[src/rtl/counter_pkg.sv]
// Shared direction encodings and next-state helpers for mod_updown_counter.
package counter_pkg;

   localparam logic DIR_UP   = 1'b1;
   localparam logic DIR_DOWN = 1'b0;

   function automatic logic [31:0] clamp_load(
      input logic [31:0] d,
      input int unsigned modulus
   );
      return (d < modulus) ? d : 32'(modulus - 1);
   endfunction

   function automatic logic [31:0] next_count(
      input logic [31:0] q,
      input logic        up,
      input int unsigned modulus
   );
      logic [31:0] nxt;
      if (up == DIR_UP)
         nxt = (q == 32'(modulus - 1)) ? 32'd0 : q + 32'd1;
      else
         nxt = (q == 32'd0) ? 32'(modulus - 1) : q - 32'd1;
      return nxt;
   endfunction

endpackage

[src/rtl/mod_updown_counter.sv]
// Cascadable modulo-N up/down counter with HC161-style cep/cet/tc.
// Define CNT_SAT_EN for a saturating counter instead of wrap-around.
module mod_updown_counter
   import counter_pkg::*;
#(
   parameter int WIDTH   = 4,
   parameter int MODULUS = 2 ** WIDTH
) (
   input  logic             clk,
   input  logic             mr,
   input  logic             sr,
   input  logic             ld,
   input  logic             cep,
   input  logic             cet,
   input  logic             up,
   input  logic [WIDTH-1:0] d,
   output logic [WIDTH-1:0] q,
   output logic             tc,
   output logic             ovf
);

   localparam logic [WIDTH-1:0] Q_MAX = WIDTH'(MODULUS - 1);

   logic             at_end;
   logic             cnt_en;
   logic [WIDTH-1:0] q_nxt;
   logic             ovf_nxt;

   assign at_end = (up == DIR_UP) ? (q == Q_MAX) : (q == '0);
   assign tc     = cet & at_end;
   assign cnt_en = cep & cet;

   always_comb begin
      q_nxt   = q;
      ovf_nxt = 1'b0;
      if (sr) begin
         q_nxt = '0;
      end else if (ld) begin
         q_nxt = WIDTH'(clamp_load(32'(d), MODULUS));
      end else if (cnt_en) begin
         // ovf flags every count attempted at the terminal value
         ovf_nxt = at_end;
`ifdef CNT_SAT_EN
         if (!at_end)
            q_nxt = WIDTH'(next_count(32'(q), up, MODULUS));
`else
         q_nxt = WIDTH'(next_count(32'(q), up, MODULUS));
`endif
      end
   end

   always_ff @(posedge clk or posedge mr) begin
      if (mr) begin
         q   <= '0;
         ovf <= 1'b0;
      end else begin
         q   <= q_nxt;
         ovf <= ovf_nxt;
      end
   end

endmodule

[config.mk]
export PLATFORM = sky130hd
export DESIGN_NAME = mod_updown_counter
export DESIGN_NICKNAME = d
export VERILOG_FILES = /design/src/rtl/counter_pkg.sv /design/src/rtl/mod_updown_counter.sv
export SDC_FILE = /design/constraint.sdc
export NUM_CORES = 1
export LEC_CHECK = 0
export BUFFER_PORTS_ARGS = -buffer_cell sky130_fd_sc_hd__clkbuf_2
export CAP_MARGIN = 10
export CORE_AREA = 4 4 41 43
export CTS_CLUSTER_DIAMETER = 120
export DETAILED_ROUTE_END_ITERATION = 8
export DIE_AREA = 0 0 45 47
export MAX_ROUTING_LAYER = met4
export PLACE_DENSITY = 0.59
export SYNTH_ARGS = -nofsm -noshare
export SYNTH_HDL_FRONTEND = slang
export SYNTH_SLANG_ARGS = --single-unit
[constraint.sdc]
create_clock -name clk -period 1.8 [get_ports clk]
set_input_delay 0.27 -clock clk [delete_from_list [all_inputs] [get_ports clk]]
set_output_delay 0.27 -clock clk [all_outputs]
set_load 0.005 [all_outputs]
======== Yosys cells after proc, flatten, opt, wreduce, memory -nomap -nowiden ========
Index checks and enable logic that the tools add are counted.
word-level totals
  register bits ........................... 5
  latch bits .............................. 0
  bits in writable memories ............... 0
  ROM bits ................................ 0
  input bits .............................. 11
  output and inout port bits .............. 6
  memories kept ........................... 0
operators by class
  $add $sub $neg .......................... 2
  multipliers ............................. 0
  divide/modulo/power cells ............... 0
  order comparisons ....................... 0
  eq/ne operators ......................... 1
  shift operators ......................... 0
  muxes and demuxes ....................... 10
  bitwise logic cells ..................... 2
  reduce and logical (&&, ||, !) cells .... 2
operators by type and width
  kind                   number
  $mux W4                6
  $add A4 B1 Y4 const B  1
  $eq A4 B4 Y1 const B   1
  $logic_not A4 Y1       1
  $mux W1                4
  $sub A4 B1 Y4 const B  1
  $reduce_bool A3 Y1     1
  $and A1 B1 Y1          2

======== Longest topological paths before layout ========
  depth in word-level cells ............... 6
  depth in mapped cells ................... 6

======== Worst setup path before layout ========
Ideal clock, no wire load.
  path type ............................... register to register
  start point ............................. register q[0]
  end point ............................... register q[0]
  library setup time ...................... 0.104 ns
  arrival ................................. 1.495 ns
  required time ........................... 1.696 ns
  slack ................................... 0.202 ns
  stages on the path, launching flop included .. 7
  cell sequence ........................... dfrtp_1 -> inv_1 -> ha_1 -> or3b_1 -> a21oi_1 -> nor3_1 -> o41ai_2
on the way
  cells in the longest elaborated chain, start to end .. 6
  elaborated cells on any way between the ends .. 10
RTL lines
  item                                         RTL line                              text
  start, declared                              mod_updown_counter.sv:17              output logic [WIDTH-1:0] q,
  start signal, assigned                       mod_updown_counter.sv:57              q <= q_nxt;
  $sub A4 B1 Y4, or another cell as far along  counter_pkg.sv:23                     nxt = (q == 32'd0) ? 32'(modulus - 1) : q - 32'd1;
  $mux W4, on equally long branches            counter_pkg.sv:23, counter_pkg.sv:21
  $mux W4 (*)                                  counter_pkg.sv:20                     if (up == DIR_UP)
  $mux W4 (*)                                  mod_updown_counter.sv:40              end else if (cnt_en) begin
  $mux W4 (*)                                  mod_updown_counter.sv:38              end else if (ld) begin
  $mux W4 (*)                                  mod_updown_counter.sv:36              if (sr) begin
Every way passes the cells marked *; elsewhere a longest branch is shown, timed or not. The select of a mux whose other input is x is not followed.
A chain may end at the register's enable or synchronous reset.

======== Worst setup path in the final report ========
  start point ............................. register q[0]
  end point ............................... output port tc
on the way
  cells in the longest elaborated chain, start to end .. 3
  elaborated cells on any way between the ends .. 4
RTL lines
  item                                                     RTL line                  text
  $eq A4 B4 Y1 / $logic_not A4 Y1 (equally long branches)  mod_updown_counter.sv:29  assign at_end = (up == DIR_UP) ? (q == Q_MAX) : (q == '0);
  $mux W1 (*)                                              mod_updown_counter.sv:29
  $and A1 B1 Y1 (*)                                        mod_updown_counter.sv:30  assign tc = cet & at_end;
  end, declared                                            mod_updown_counter.sv:18  output logic tc,
Every way passes the cells marked *; elsewhere a longest branch is shown, timed or not.

==> results.tsv <==
stage	metric	value	unit
sta	worst_slack	-0.07941	ns
hold_path	hold_path_end	q[0]	
routing	wl_per_cell	13.58	um
global_route	grtUsageMet3	0.01149	
worst_setup_path	cp-end-kind	output pin	
sta	rsz0062_at_grt	yes	
worst_setup_path	reg2reg_to	q[3]	
layout	layout_commonest_cell	clkbuf_2	
pwr	p_per_area	636.2	nW/um2
clocking	ctsRootBufferMaster	clkbuf_4	
place	numPlacedInstances	80	
routing	drtPass1Iterations	3	
clocking	clock_latency	0.25	ns
yosys	synth-edff-count	0	
die	start_util	0.3231	
pwr	netSwitchingPower	117.9	uW
sta	tns	-0.07941	ns
routing	drtAntennaViolNets	0	
global_route	grtUsageMet1	0.1724	
routing	first_iter_violations	6	
clocking	h-tree-depth	1	
yosys	syn_area	420.4	um2
flow_run	maxCapViolations	0	
global_route	globalRouteMet2Util	0.2034	
clocking	cts_tree	yes	
die	die-height	47	um
yosys	yosysWarnings	0	
sta	hold_viol	0	
global_route	grt_pass1_vias	470	
worst_setup_path	worst_path_max_delay_cell	dfrtp_1	
sta	layout_min_cycle_time	1.879	ns
pwr	p_sw_frac	0.3049	
die	num_rows	13	
global_route	grt.overflow.total	0	
global_route	grt_max_degree	10	
layout	multi_input_comb_area	284.0	um2
layout	final_core_util	0.4673	
hold_path	hold_path_depth	3	
routing	drc	0	
sta	hold_slack	0.2703	ns
outcome	violations	negative setup slack	
yosys	synth_top_cell_by_area	dfrtp_1	
routing	vias	446	
sta	setup_violations	1	
die	die_area	2115	um2
worst_setup_path	critPathLaunchType	flip-flop	
worst_setup_path	crit_chain	inv_2 -> ha_4 -> or3b_4 -> o21ai_2 -> and2_1 -> clkbuf_2	
worst_setup_path	cp_max_fo	2	
yosys	syn_nets	61	
pwr	power_frac_seq	0.339	
hold_path	hold_class	input port to flip-flop	
layout	area_growth	44.64	%
yosys	ys_async_sr_fraction	1.000	
pwr	pwr-share-comb	0.318	
layout	drive_above_1_share	0.4459	
layout	antenna_cells	0	
yosys	synth_area_leaders	dfrtp_1, ha_1, a21oi_1	
worst_setup_path	critical_path_arrival	1.61	ns
worst_setup_path	worstReg2RegStart	q[1]	
worst_setup_path	rrSetupSlack	0.14	ns
pwr	p_int	268.9	uW
layout	nets	88	
sta	fin_crit_sh	1.044	
clocking	clk_pin_slew_worst_paths	0.04	ns
place	placement.io_buffers	16	
worst_setup_path	critPathTopFamily	simple AND/OR/NAND/NOR gates	
layout	regArea	125.1	um2
hold_path	hold_path.startpoint	d[0]	
yosys	yosysTopAreaCellShare	0.2976	
global_route	grt_antenna_before_repair	0	
yosys	ys_types	30	
yosys	synth_ff_type	dfrtp_1	
outcome	run_status	finished, violations left	
clocking	cts_made_buffers	3	
yosys	yosys_register_bits	5	
worst_setup_path	crit_type	flip-flop to output pin	
worst_setup_path	worstPathRequired	1.53	ns
sta	fmax	532.1	MHz
layout	fillCellCount	152	
die	die_x	45	um
pwr	leakage	0.3020	nW
worst_setup_path	critPathMaxStageDelay	0.39	ns
yosys	syn_avg_cell_area	8.758	um2
pwr	ir_drop	0.2580	mV
global_route	grt_pass1_wl	2.007	mm
layout	mostFrequentLayoutCells	clkbuf_2, buf_4, nor2_1, dfrtp_1, a21oi_1	
global_route	top_usage_layer	met2	
place	hpwlAfterDp	853.9	um
pwr	power	386.8	uW
pwr	power_frac_clock	0.344	
clocking	clock-sinks	5	
sta	finalMaxSlewViolations	0	
die	fp.coreArea	1301	um2
worst_setup_path	reg2reg_depth	7	
clocking	cts_max_path_buffers	2	
layout	layout.cells.non_filler	89	
sta	tightest_slew	0.3046	ns
worst_setup_path	path_buf_inv	2	
place	gp_congestion	0.7329	
global_route	grt.total_usage	0.1351	
yosys	ys_seq_area_frac	0.2976	
sta	slew_headroom	0.7969	
routing	drt_wl_total	1.209	mm
sta	fin_skew	0.003782	ns
die	pin_count	17	
routing	viasPerCell	5.011	
yosys	syn-instance-count	48	
## routing by layer
metal | up-vias | wire [um]
met5 | - | 0
met4 | 0 | 48
met3 | 4 | 56
met2 | 15 | 552
met1 | 198 | 552
li1 | 229 | -
## sequential cells by signal (all words and copies together), names as in the netlist
register / count
ovf: 1
q: 4
## synthesized netlist by cell type (all sizes together), types with 2 or more instances
library cell / count
a21oi: 4
dfrtp: 5
a31oi: 2
ha: 2
o21ai: 2
inv: 5
nor2: 5
nand2: 2
## power by group through the flow
stage	Combinational, mW	Sequential, mW	Clock (mW)
after floorplan	0.0569	0.133	0
after global placement	0.0978	0.131	0
after detailed placement	0.0985	0.131	0
after CTS	0.115	0.130	0.140
after global routing	0.137	0.132	0.146
final	0.123	0.131	0.133
## cells by family after synthesis
| logic type | Yosys count | synth area share |
|---|---|---|
| buffers and inverters | 6 | 0.07143 |
| AO/OA/AOI/OAI | 16 | 0.2976 |
| adder cells (fa/ha/maj) | 2 | 0.05951 |
| XOR/XNOR | 1 | 0.02084 |
| flip-flops | 5 | 0.2976 |
| AND/OR/NAND/NOR | 17 | 0.2292 |
| multiplexers | 1 | 0.02381 |
## worst max-delay path by stage
| stage | startpoint | to | slack [ns] | depth (start not counted) |
|---|---|---|---|---|
| 6_report | q[0] | tc | -0.08 | 6 |
| 5_1_grt | q[0] | tc | -0.14 | 6 |
| 4_1_cts | q[1] | tc | -0.07 | 6 |
| 3_5_place_dp | q[0] | tc | 0.16 | 6 |
| 3_3_place_gp | q[0] | tc | 0.19 | 6 |
| 2_1_floorplan | q[0] | q[0] | 0.20 | 6 |
## area by class of cell
type	count	share of cell area
multi-input cells	37	0.4671
repair buffers	23	0.2222
flip-flops and latches	5	0.2058
clock buffers	4	0.04321
inverters	5	0.03086
well taps	15	0.03086
## worst reg2reg max path, cell delays in order, from the launching register on
cell and delay, ns:
dfrtp_1 0.35, buf_4 0.11, buf_4 0.13, ha_1 0.22, inv_1 0.06, a311o_1 0.31, a221oi_2 0.27, o31ai_1 0.09
## per-stage QoR
step | setup WS [ns] | instance area [um2]
floorplan | 0.2016 | 420.4
global placement | 0.1942 | 523.0
detailed placement | 0.1560 | 523.0
CTS | -0.07069 | 594.3
global route | -0.1382 | 608.1
finish | -0.07941 | 608.1
## timing repair
| action | 4_1_cts | 5_1_grt |
|---|---|---|
| hold buffers | 1 | 0 |
| resized for setup | 4 | 2 |
| pin swaps | 3 | 2 |
| buffers inserted | 3 | 1 |
| setup endpoints to repair | 1 | 2 |
| hold endpoints to repair | 5 | 0 |
No activity file was read; power rests on OpenSTA's default activity.
